--- config.mk ---
export PLATFORM = sky130hd
export DESIGN_NAME = spi_slave_rx
export DESIGN_NICKNAME = d
export VERILOG_FILES = /design/src/rtl/spi_pkg.sv /design/src/rtl/spi_rx_fifo.sv /design/src/rtl/spi_slave_rx.sv
export SDC_FILE = /design/constraint.sdc
export NUM_CORES = 1
export LEC_CHECK = 0
export BUFFER_PORTS_ARGS = -buffer_cell sky130_fd_sc_hd__buf_2
export CAP_MARGIN = 20
export CORE_UTILIZATION = 25
export DETAILED_ROUTE_END_ITERATION = 16
export MAX_ROUTING_LAYER = met4
export PLACE_DENSITY = 0.37
export SYNTH_ARGS = -nofsm -noshare
export SYNTH_HDL_FRONTEND = slang
export SYNTH_SLANG_ARGS = --single-unit
--- constraint.sdc ---
create_clock -name clk -period 4.3 [get_ports clk]
set_input_delay 0.86 -clock clk [delete_from_list [all_inputs] [get_ports clk]]
set_output_delay 0.86 -clock clk [all_outputs]
set_load 0.01 [all_outputs]
--- src/rtl/spi_pkg.sv ---
// ---------------------------------------------------------------------------
// spi_pkg
// Shared definitions for the SPI receive path: byte width, receiver FSM
// state type, and the minimum SCLK half-period (in clk cycles) the
// synchronizer/edge-detect front end can resolve.
// ---------------------------------------------------------------------------
package spi_pkg;

  localparam int SPI_BITS      = 8;
  localparam int MIN_SCLK_HALF = 2;

  typedef enum logic {
    IDLE   = 1'b0,
    ACTIVE = 1'b1
  } rx_state_t;

endpackage : spi_pkg

--- src/rtl/spi_rx_fifo.sv ---
// ---------------------------------------------------------------------------
// spi_rx_fifo
// First-word-fall-through synchronous FIFO for received SPI bytes.
//
// Ports:
//   clk, rst_n  system clock, asynchronous active-low reset
//   push        write push_data (accepted when not full, or when full and
//               a pop happens in the same cycle)
//   push_data   byte to store
//   pop         consume head entry (ignored when empty)
//   pop_data    head entry; 0 while empty
//   full/empty  occupancy flags
//   level       number of bytes held
// ---------------------------------------------------------------------------
module spi_rx_fifo import spi_pkg::*; #(
  parameter int DEPTH = 4,
  parameter int LVL_W = $clog2(DEPTH + 1)
) (
  input  logic                clk,
  input  logic                rst_n,
  input  logic                push,
  input  logic [SPI_BITS-1:0] push_data,
  input  logic                pop,
  output logic [SPI_BITS-1:0] pop_data,
  output logic                full,
  output logic                empty,
  output logic [LVL_W-1:0]    level
);

  localparam int PTR_W = $clog2(DEPTH);

  logic [SPI_BITS-1:0] mem [DEPTH];
  logic [PTR_W-1:0]    wr_ptr;
  logic [PTR_W-1:0]    rd_ptr;
  logic [LVL_W-1:0]    count;
  logic                do_push;
  logic                do_pop;

  assign empty   = (count == '0);
  assign full    = (count == LVL_W'(DEPTH));
  assign level   = count;
  assign do_pop  = pop && !empty;
  // A pop in the same cycle frees the head slot, so a push into a full
  // FIFO is still accepted.
  assign do_push = push && (!full || do_pop);

  // Head entry is forced to 0 when empty so nothing stale leaks out.
  assign pop_data = empty ? '0 : mem[rd_ptr];

  // NOTE: the storage array has no reset; validity is tracked by count,
  // so resetting it would only add reset fan-out without changing behaviour.
  always_ff @(posedge clk) begin
    if (do_push) mem[wr_ptr] <= push_data;
  end

  // Pointers wrap naturally because DEPTH is a power of two.
  always_ff @(posedge clk or negedge rst_n) begin
    if (!rst_n) begin
      wr_ptr <= '0;
      rd_ptr <= '0;
      count  <= '0;
    end else begin
      if (do_push) wr_ptr <= wr_ptr + PTR_W'(1);
      if (do_pop)  rd_ptr <= rd_ptr + PTR_W'(1);
      unique case ({do_push, do_pop})
        2'b10:   count <= count + LVL_W'(1);
        2'b01:   count <= count - LVL_W'(1);
        default: count <= count;
      endcase
    end
  end

endmodule : spi_rx_fifo

--- src/rtl/spi_slave_rx.sv ---
// ---------------------------------------------------------------------------
// spi_slave_rx
// SPI receive end (SCLK idles high, master shifts on falling edge, we sample
// on rising edge, MSB first, 8-bit bytes). Pins are synchronized into clk,
// bytes are deserialized and buffered in a FWFT FIFO with valid/ready output.
// SCLK high and low phases must each last at least MIN_SCLK_HALF clk cycles.
//
// Ports:
//   clk, rst_n   system clock, asynchronous active-low reset
//   CS           chip select from master, active low
//   SCLK         serial clock from master, idles high
//   SDO          serial data from master
//   m_data       head-of-FIFO byte
//   m_valid      FIFO non-empty
//   m_ready      consumer accepts m_data when m_valid && m_ready
//   frame_err    one-cycle pulse: CS released on a partial byte
//   overflow     sticky: byte dropped because FIFO full
//   clr_status   clears overflow
//   busy         synchronized CS is low
//   fifo_level   bytes currently held
// ---------------------------------------------------------------------------
module spi_slave_rx import spi_pkg::*; #(
  parameter int SYNC_STAGES = 2,
  parameter int FIFO_DEPTH  = 4,
  parameter int LVL_W       = $clog2(FIFO_DEPTH + 1)
) (
  input  logic                clk,
  input  logic                rst_n,
  input  logic                CS,
  input  logic                SCLK,
  input  logic                SDO,
  output logic [SPI_BITS-1:0] m_data,
  output logic                m_valid,
  input  logic                m_ready,
  output logic                frame_err,
  output logic                overflow,
  input  logic                clr_status,
  output logic                busy,
  output logic [LVL_W-1:0]    fifo_level
);

  localparam int CNT_W = $clog2(SPI_BITS);

  // ---------------- synchronizers and edge detect ----------------
  logic [SYNC_STAGES-1:0] cs_ff, sclk_ff, sdo_ff;
  logic                   cs_prev, sclk_prev;
  logic                   cs_s, sclk_s, sdo_s;
  logic                   sclk_rise, cs_fall, cs_rise;

  // NOTE: sequential state is always written with non-blocking assignments
  // so every flop samples the pre-edge value of its neighbour.
  always_ff @(posedge clk or negedge rst_n) begin
    if (!rst_n) begin
      cs_ff     <= '1;
      sclk_ff   <= '1;
      sdo_ff    <= '1;
      cs_prev   <= 1'b1;
      sclk_prev <= 1'b1;
    end else begin
      cs_ff     <= {cs_ff[SYNC_STAGES-2:0],   CS};
      sclk_ff   <= {sclk_ff[SYNC_STAGES-2:0], SCLK};
      sdo_ff    <= {sdo_ff[SYNC_STAGES-2:0],  SDO};
      cs_prev   <= cs_s;
      sclk_prev <= sclk_s;
    end
  end

  assign cs_s      = cs_ff[SYNC_STAGES-1];
  assign sclk_s    = sclk_ff[SYNC_STAGES-1];
  assign sdo_s     = sdo_ff[SYNC_STAGES-1];
  assign sclk_rise = !sclk_prev && sclk_s;
  assign cs_fall   = cs_prev && !cs_s;
  assign cs_rise   = !cs_prev && cs_s;
  assign busy      = !cs_s;

  // ---------------- receive FSM ----------------
  rx_state_t           state, state_n;
  logic [CNT_W-1:0]    bit_cnt, bit_cnt_n;
  logic [SPI_BITS-1:0] shift, shift_n;
  logic                frame_err_n;
  logic                push;
  logic [SPI_BITS-1:0] push_data;

  // The completed byte includes the bit being sampled on this edge.
  assign push_data = {shift[SPI_BITS-2:0], sdo_s};

  // NOTE: every signal driven here gets a default first, so no path through
  // the case can leave one unassigned and infer a latch.
  always_comb begin
    state_n     = state;
    bit_cnt_n   = bit_cnt;
    shift_n     = shift;
    push        = 1'b0;
    frame_err_n = 1'b0;
    unique case (state)
      IDLE: begin
        if (cs_fall) begin
          bit_cnt_n = '0;
          state_n   = ACTIVE;
        end
      end
      ACTIVE: begin
        // Capture first, then look at CS: a byte completed on the same
        // cycle CS releases is delivered without error.
        if (sclk_rise) begin
          shift_n = push_data;
          if (bit_cnt == CNT_W'(SPI_BITS - 1)) begin
            push      = 1'b1;
            bit_cnt_n = '0;
          end else begin
            bit_cnt_n = bit_cnt + CNT_W'(1);
          end
        end
        if (cs_rise) begin
          frame_err_n = (bit_cnt_n != '0);
          bit_cnt_n   = '0;
          shift_n     = '0;
          state_n     = IDLE;
        end
      end
      default: state_n = IDLE;
    endcase
  end

  always_ff @(posedge clk or negedge rst_n) begin
    if (!rst_n) begin
      state     <= IDLE;
      bit_cnt   <= '0;
      shift     <= '0;
      frame_err <= 1'b0;
    end else begin
      state     <= state_n;
      bit_cnt   <= bit_cnt_n;
      shift     <= shift_n;
      frame_err <= frame_err_n;
    end
  end

  // ---------------- byte buffer ----------------
  logic fifo_full, fifo_empty;

  spi_rx_fifo #(
    .DEPTH (FIFO_DEPTH),
    .LVL_W (LVL_W)
  ) u_fifo (
    .clk       (clk),
    .rst_n     (rst_n),
    .push      (push),
    .push_data (push_data),
    .pop       (m_ready),
    .pop_data  (m_data),
    .full      (fifo_full),
    .empty     (fifo_empty),
    .level     (fifo_level)
  );

  assign m_valid = !fifo_empty;

  // A new drop wins over clr_status so an overflow in the clearing cycle
  // is never lost. Full implies non-empty, so m_ready alone means a pop.
  always_ff @(posedge clk or negedge rst_n) begin
    if (!rst_n) begin
      overflow <= 1'b0;
    end else if (push && fifo_full && !m_ready) begin
      overflow <= 1'b1;
    end else if (clr_status) begin
      overflow <= 1'b0;
    end
  end

endmodule : spi_slave_rx
# Yosys cells after proc, flatten, opt, wreduce, memory -nomap -nowiden
# Memories as Yosys holds them, arrays and structs flattened.
# Index checks and enable logic that the tools add are counted.
[op_classes]
add_sub_neg = 5
eq_ne = 5
muxes = 22
n_bitwise = 1
n_reduce_logical = 20
[op_table]
columns = ["cell", "n"]
rows = [
  ["$mux W3", 5],
  ["$mux W7", 2],
  ["$pmux W3 S2", 2],
  ["$mux W1", 11],
  ["$mux W8", 1],
  ["$logic_and A1 B1 Y1", 7],
  ["$add A3 B1 Y3 const B", 2],
  ["$eq A3 B3 Y1 const B", 2],
  ["$logic_not A1 Y1", 6],
  ["$reduce_bool A2 Y1", 3],
  ["$add A2 B1 Y2 const B", 2],
  ["$logic_not A3 Y1", 1],
  ["$reduce_bool A3 Y1", 1],
  ["$sub A3 B1 Y3 const B", 1],
  ["$eq A2 B1 Y1 const B", 1],
  ["$eq A2 B2 Y1 const B", 1],
  ["$ne A2 B2 Y1 const B", 1],
  ["$pmux W1 S2", 1],
  ["$reduce_and A2 Y1", 1],
  ["$logic_or A1 B1 Y1", 1],
  ["$not A1 Y1", 1],
]
[totals]
register_bits = 28
ram_bits = 32
input_bits = 7
out_inout_bits = 15
mem_count = 1
[mem_list]
columns = ["name", "depth", "width", "rd", "rd_ports_with_merged_regs", "write_ports", "line_no", "source"]
rows = [
  ["u_fifo.mem", 4, 8, 1, 0, 1, "spi_rx_fifo.sv:32", "logic [SPI_BITS-1:0] mem [DEPTH];"],
]

# Logic depth before layout (Yosys ltp)
# Gate-level depths: netlist of the first run.
[depth]
ltp_word = 7
mapped_depth = 11
depth_no_buf = 10

# Hierarchy
# From an unflattened synthesis of the first run, not the netlist that was laid out.
[hier_totals]
hier_cells = 170
area_unflattened_um2 = 2592.5
[by_module_without_submodules]
columns = ["mod", "instances", "cells_each", "area_per_inst_um2", "seq_area_each_um2"]
rows = [
  ["spi_rx_fifo", 1, 104, 1732.9, 1136.1],
  ["spi_slave_rx", 1, 66, 859.6, 535.5],
]

# Least setup slack after synthesis of the first run
# Ideal clock, no wire load.
[synth_path]
kind = "in2reg"
startpoint = "input port m_ready"
endpoint = "register u_fifo.count[2] (netlist: u_fifo.level[2])"
setup_time_ns = 0.079
t_arrival_ns = 2.635
slack_ns = 1.586
cell_stages = 10
n_path_buf = 1
path_cell_list = "or4b_4 > and4_4 > buf_6 > inv_1 > ha_1 > inv_1 > fa_1 > xor2_1 > nor2_1 > xor2_1"
[synth_between]
elab_chain_cells = 5
[synth_lines]
columns = ["element", "line_no", "source"]
rows = [
  ["start: declaration", "spi_slave_rx.sv:34", "input logic m_ready,"],
  ["$logic_and A1 B1 Y1 (*)", "spi_rx_fifo.sv:42", "assign do_pop = pop && !empty;"],
  ["$logic_or A1 B1 Y1", "spi_rx_fifo.sv:45", "assign do_push = push && (!full || do_pop);"],
  ["$logic_and A1 B1 Y1", "spi_rx_fifo.sv:45", ""],
  ["$eq A2 B1 Y1 or $eq A2 B2 Y1 (tied branches)", "spi_rx_fifo.sv:65", "unique case ({do_push, do_pop})"],
  ["$pmux W3 S2 or $reduce_bool A2 Y1 (tied branches)", "-", ""],
  ["end signal: assignment", "spi_rx_fifo.sv:66", "2'b10: count <= count + LVL_W'(1);"],
  ["end signal: assignment", "spi_rx_fifo.sv:67", "2'b01: count <= count - LVL_W'(1);"],
  ["end signal: assignment", "spi_rx_fifo.sv:68", "default: count <= count;"],
  ["end: declaration", "spi_rx_fifo.sv:35", "logic [LVL_W-1:0] count;"],
]
# Mark *: on every way between the ends. The rest lies on a longest branch, timed or not.
# A chain may end at the register's enable or synchronous reset.

# Worst setup path in the final report of the first run
[layout_path]
startpoint = "register u_fifo.rd_ptr[0]"
endpoint = "output port m_data[4]"
[layout_between]
elab_chain_cells = 2
[layout_lines]
columns = ["element", "line_no", "source"]
rows = [
  ["start: declaration", "spi_rx_fifo.sv:34", "logic [PTR_W-1:0] rd_ptr;"],
  ["start signal: assignment", "spi_rx_fifo.sv:64", "if (do_pop) rd_ptr <= rd_ptr + PTR_W'(1);"],
  ["$mem_v2 Z4 W8", "-", ""],
  ["$mux W8", "spi_rx_fifo.sv:48", "assign pop_data = empty ? '0 : mem[rd_ptr];"],
  ["end: declaration", "spi_slave_rx.sv:32", "output logic [SPI_BITS-1:0] m_data,"],
]
# Every way passes these cells.

==> flow_summary.yaml, run 1 <==
run_status:
  status: "finished clean"
clock_network:
  insertion_delay_ns: 0.34
  cts_made_buffers: 9
  root_buffer: "clkbuf_8"
  cts_hold_buf: 0
  post-cts-setup-buffers: 0
  htree_levels: 3
  cts.sinks: 60
  cts_resized: 0
  clockBufferDepth: 2
  cts_tree: "done"
  cts.clk_slew.worst_paths_ns: 0.06
timing:
  hold_ws_ns: 0.357
  fin_skew_ns: 0.00641
  final_max_slew_viol_count: 0
  finalCritPeriodShare: 0.670
  tightestPinTransition_ns: 0.684
  timing.fmax_mhz: 347
  hold_viol_final: 0
  fin_crit_ns: 2.88
  max_slew_margin: 0.544
  setup_viol: 0
  fin_tns_setup_ns: 0
  rsz0062_at_grt: "false"
floorplan:
  io_pins: 22
  start_util: 0.262
  fp.dieH_um: 101
  row_count: 35
  core-area_um2: 9370
  die_area_um2: 10200
  die_x_um: 101
global_route:
  grtUsageTotal: 0.110
  antenna_found_initial: 0
  grt_pass1_vias: 1440
  grt_max_degree: 29
  grt_pass1_wl_um: 7710
  overflow: 0
drt:
  route.detailed.wl_per_inst_um: 14.9
  wl_um: 4660
  drtPass1Iterations: 4
  ant_nets: 0
  drtIter0Drc: 39
  vias: 1293
  route.detailed.drc: 0
  viasPerCell: 4.13
critical_path:
  timing.rr.start: "sclk_ff[1]$_DFF_PN1_"
  cp.arrival_ns: 2.02
  rr_worst_depth: 9
  start_kind: "flip-flop"
  end_kind: "output port"
  rrSetupSlack_ns: 1.93
  cp.required_ns: 3.44
  cp_max_fo: 10
  r2r-end: "u_fifo.level[2]$_DFFE_PN0P_"
  crit_type: "reg -> out"
flow_run:
  drv_cap: 0
yosys:
  synth_edf_count: 32
  ys_top_cells_by_area: "edfxtp_1, dfrtp_1, dfstp_2, mux4_2, ha_1"
  synth_top_area_frac: 0.391
  yosysUniqueCellTypes: 36
  synth-seq-area-share: 0.680
  syn-num-nets: 169
  yosys_warnings: 0
  async_flop_share: 0.467
  syn_avg_cell_area_um2: 16.0
  synth_top_cells_by_count: "edfxtp_1, dfrtp_1, and2_1, inv_1"
  syn_inst: 154
  synthFlopType: "edfxtp_1"
  synth_area_um2: 2460
  synth_most_common_cell: "edfxtp_1"
  ys_seq_elements: 60
  yosys.area.top_type: "edfxtp_1"
power_and_ir_drop:
  power.leakage_nw: 1.17
  peakVddDrop_mv: 0.157
  power.density_nw_per_um2: 524
min_path:
  min_from: "cs_ff[0]$_DFF_PN1_"
  hold_path.class: "reg -> reg"
  whs_endpoint: "cs_ff[1]$_DFF_PN1_"
  hold_path_depth: 0
finish:
  area_growth_pct: 16.8
  final_core_util: 0.307
  fin_cells: 313
  drive_gt1_frac: 0.321
  nets: 194
  num_antenna_cells: 0
place:
  io_buffer_count: 21
  place_hpwl_um: 2990
  gp_congestion: 0.678
  dp.cells: 297
-- state kept, by name, indices dropped and copies added, names as in the netlist --
signal	count
sclk_prev	1
state	1
sclk_ff	2
u_fifo.mem	32
shift	7
u_fifo.wr_ptr	2
overflow	1
cs_ff	2
bit_cnt	3
frame_err	1
u_fifo.level	3
sdo_ff	2
u_fifo.rd_ptr	2
cs_prev	1
-- critical path, cell delays in order, from the launching register on --
cell,delay (ns)
dfrtp_1,0.78
mux4_2,0.59
and2_1,0.18
buf_2,0.14
-- worst max path at each step --
stage / end / slack (ns) / depth (start not counted) / from
after floorplan: u_fifo.level[2]$_DFFE_PN0P_ / 1.59 / 10 / m_ready
after global placement: u_fifo.level[2]$_DFFE_PN0P_ / 1.51 / 10 / m_ready
after detailed placement: u_fifo.level[2]$_DFFE_PN0P_ / 1.45 / 10 / m_ready
after CTS: m_data[4] / 1.35 / 3 / u_fifo.rd_ptr[0]$_DFFE_PN0P_
after global routing: m_data[4] / 1.27 / 3 / u_fifo.rd_ptr[0]$_DFFE_PN0P_
final: m_data[4] / 1.42 / 3 / u_fifo.rd_ptr[0]$_DFFE_PN0P_
-- final cells by class --
type | count | area (um^2)
repair buffers | 21 | 105
multi-input cells | 78 | 719
clock inverters | 7 | 57.6
clock buffers | 9 | 124
inverters | 9 | 33.8
flip-flops and latches | 60 | 1670
fillers | 963 | 6500
well taps | 129 | 161
-- placed cells by master, fill, tap and decap left out, types with 7 or more instances in the layout --
master / count
edfxtp_1: 32
buf_2: 21
dfrtp_1: 20
and2_1: 10
inv_1: 9
clkbuf_8: 9
mux4_2: 8
dfstp_2: 8
a22o_1: 7
ha_1: 7
-- where the power goes --
part | internal [mW] | switching, mW
combinational | 0.161 | 0.130
sequential | 0.651 | 0.0878
clock | 0.259 | 0.217
-- per-stage QoR --
step	setup slack [ns]	total power, mW	cell area, um^2
after floorplan	1.59	0.939	2460
after global routing	1.27	1.60	2870
after global placement	1.51	1.05	2690
final	1.42	1.51	2870
after detailed placement	1.45	1.05	2690
after CTS	1.35	1.53	2870
-- routing by layer --
metal	GRT usage	wire length [um]
met4	0.0591	105
met2	0.176	2320
met1	0.124	2100
met5	-	0
met3	0.0338	131
-- kinds of logic after synthesis --
logic type	count (synthesis)	share of synthesized area
DFF	60	0.680
and+or+nand+nor	33	0.0844
adders and majority gates	8	0.0437
buffers and inverters	16	0.0280
AOI/OAI and AO/OA	21	0.0595
xor gates and xnor gates	6	0.0214
muxes	10	0.0834
Note: power is estimated with default switching activity, not from simulation.
==> inputs of run 2 (changes only) <==
- clock period: 4.3 -> 3 ns (I/O delays scaled with it)
==> flow_summary.yaml, run 2 (synthesis results as in run 1) <==
critical_path:
  cp.required_ns: 2.40
  crit_type: "reg -> out"
  path_cells: "mux4_2 > and2_1 > buf_2"
  slowest_stage: "dfrtp_1"
  start_kind: "flip-flop"
  cp_max_fo: 10
  cp_top_family: "flip-flops"
  end_kind: "output port"
  critPathBufInv: 1
  cp.arrival_ns: 1.99
  cp_slowest_stage_delay_ns: 0.76
clock_network:
  cts_tree: "done"
  cts_made_buffers: 9
  insertion_delay_ns: 0.33
  root_buffer: "clkbuf_8"
  clockBufferDepth: 2
  cts_hold_buf: 0
  cts_resized: 0
  htree_levels: 3
  cts.sinks: 60
  post-cts-setup-buffers: 0
  cts.clk_slew.worst_paths_ns: 0.07
power_and_ir_drop:
  power.leakage_nw: 1.16
  seqPwrFrac: 0.513
  p_clk_frac: 0.284
  internal-power_mw: 1.46
  pwr-share-comb: 0.203
  swShare: 0.290
  power.density_nw_per_um2: 722
  peakVddDrop_mv: 0.184
  p_switching_mw: 0.597
global_route:
  grt_max_degree: 29
  grtUsageTotal: 0.107
  overflow: 0
  grt_pass1_vias: 1419
  grt_pass1_wl_um: 7450
  antenna_found_initial: 0
timing:
  hold_viol_final: 0
  fin_crit_ns: 2.59
  fin_skew_ns: 0.00961
  rsz0062_at_grt: "false"
  finalCritPeriodShare: 0.863
  final_max_slew_viol_count: 0
  tightestPinTransition_ns: 0.656
  setup_viol: 0
  hold_ws_ns: 0.291
  max_slew_margin: 0.563
  fin_tns_setup_ns: 0
  timing.fmax_mhz: 386
drt:
  route.detailed.wl_per_inst_um: 14.2
  vias: 1307
  viasPerCell: 4.16
  ant_nets: 0
  drtPass1Iterations: 4
  wl_um: 4470
  drtIter0Drc: 29
  route.detailed.drc: 0
finish:
  fillers: 979
  reg_top3: "u_fifo.mem (32), shift (7)"
  nets: 195
  final_common_cell: "edfxtp_1"
  largest_register_ffs: 32
  area_growth_pct: 15.9
  num_antenna_cells: 0
  final_cell_mix: "edfxtp_1, buf_2, dfrtp_1, and2_1"
  design_area_um2: 2850
  largest-register: "u_fifo.mem"
  drive_gt1_frac: 0.308
place:
  gp_congestion: 0.696
  io_buffer_count: 21
  place_hpwl_um: 2960
  placed_area_um2: 2700
floorplan:
  fp.dieH_um: 101
  io_pins: 22
  core-area_um2: 9370
  start_util: 0.262
  row_count: 35
  die_area_um2: 10200
  die_x_um: 101
min_path:
  hold_path.class: "in -> async"
flow_run:
  drv_cap: 0
run_status:
  status: "finished clean"
run 2: cell type report:
cell class	instances	area [um^2]	share of cell area
Sequential cell	60	1670	0.586
Multi-Input combinational cell	78	719	0.252
Tap cell	129	161	0.0566
Clock buffer	13	139	0.0487
Timing Repair Buffer	22	113	0.0395
Inverter	9	33.8	0.0118
Clock inverter	3	13.8	0.00483
run 2: layer usage:
metal	part of all wire	GRT usage	wire [um]	vias to the layer above
met5	0	-	0	-
met4	0.021	0.0635	94	0
met3	0.028	0.0269	126	13
met2	0.50	0.167	2250	23
met1	0.45	0.125	2000	656
li1	-	-	-	615
run 2: worst paths after layout:
path,startpoint,slack [ns],to,cells after the start
hold reg to reg,cs_ff[0]$_DFF_PN1_,0.36,cs_ff[1]$_DFF_PN1_,0
max in group asynchronous,rst_n,2.28,shift[1]$_DFFE_PN0P_,1
setup reg to reg,u_fifo.level[0]$_DFFE_PN0P_,0.65,u_fifo.level[2]$_DFFE_PN0P_,9
setup / recovery,u_fifo.rd_ptr[0]$_DFFE_PN0P_,0.41,m_data[4],3
min in group clk,cs_ff[0]$_DFF_PN1_,0.36,cs_ff[1]$_DFF_PN1_,0
hold / removal,rst_n,0.29,bit_cnt[2]$_DFFE_PN0P_,1
run 2: stage by stage:
step / util / cells / setup WS, ns / total power, mW
final: 0.304 / 314 / 0.410 / 2.06
after global routing: 0.304 / 314 / 0.246 / 2.19
after CTS: 0.304 / 314 / 0.318 / 2.10
after detailed placement: 0.288 / 298 / 0.405 / 1.51
after global placement: 0.288 / 298 / 0.474 / 1.50
after floorplan: - / 154 / 0.546 / 1.35
run 2: worst register-to-register path, cell delays in order, from the launching register on:
cell and delay, ns:
dfrtp_1 0.43, or4b_4 0.54, and4_4 0.23, inv_1 0.06, ha_1 0.18, inv_1 0.06
fa_1 0.37, xor2_1 0.15, nor2_1 0.12, xor2_1 0.15
run 2: power by group through the flow:
stage / Sequential [mW] / Clock (mW) / Combinational, mW
2_1_floorplan: 1.00 / 0 / 0.346
3_3_place_gp: 1.08 / 0 / 0.421
3_5_place_dp: 1.08 / 0 / 0.430
4_1_cts: 1.06 / 0.608 / 0.431
5_1_grt: 1.08 / 0.647 / 0.466
6_report: 1.05 / 0.585 / 0.418
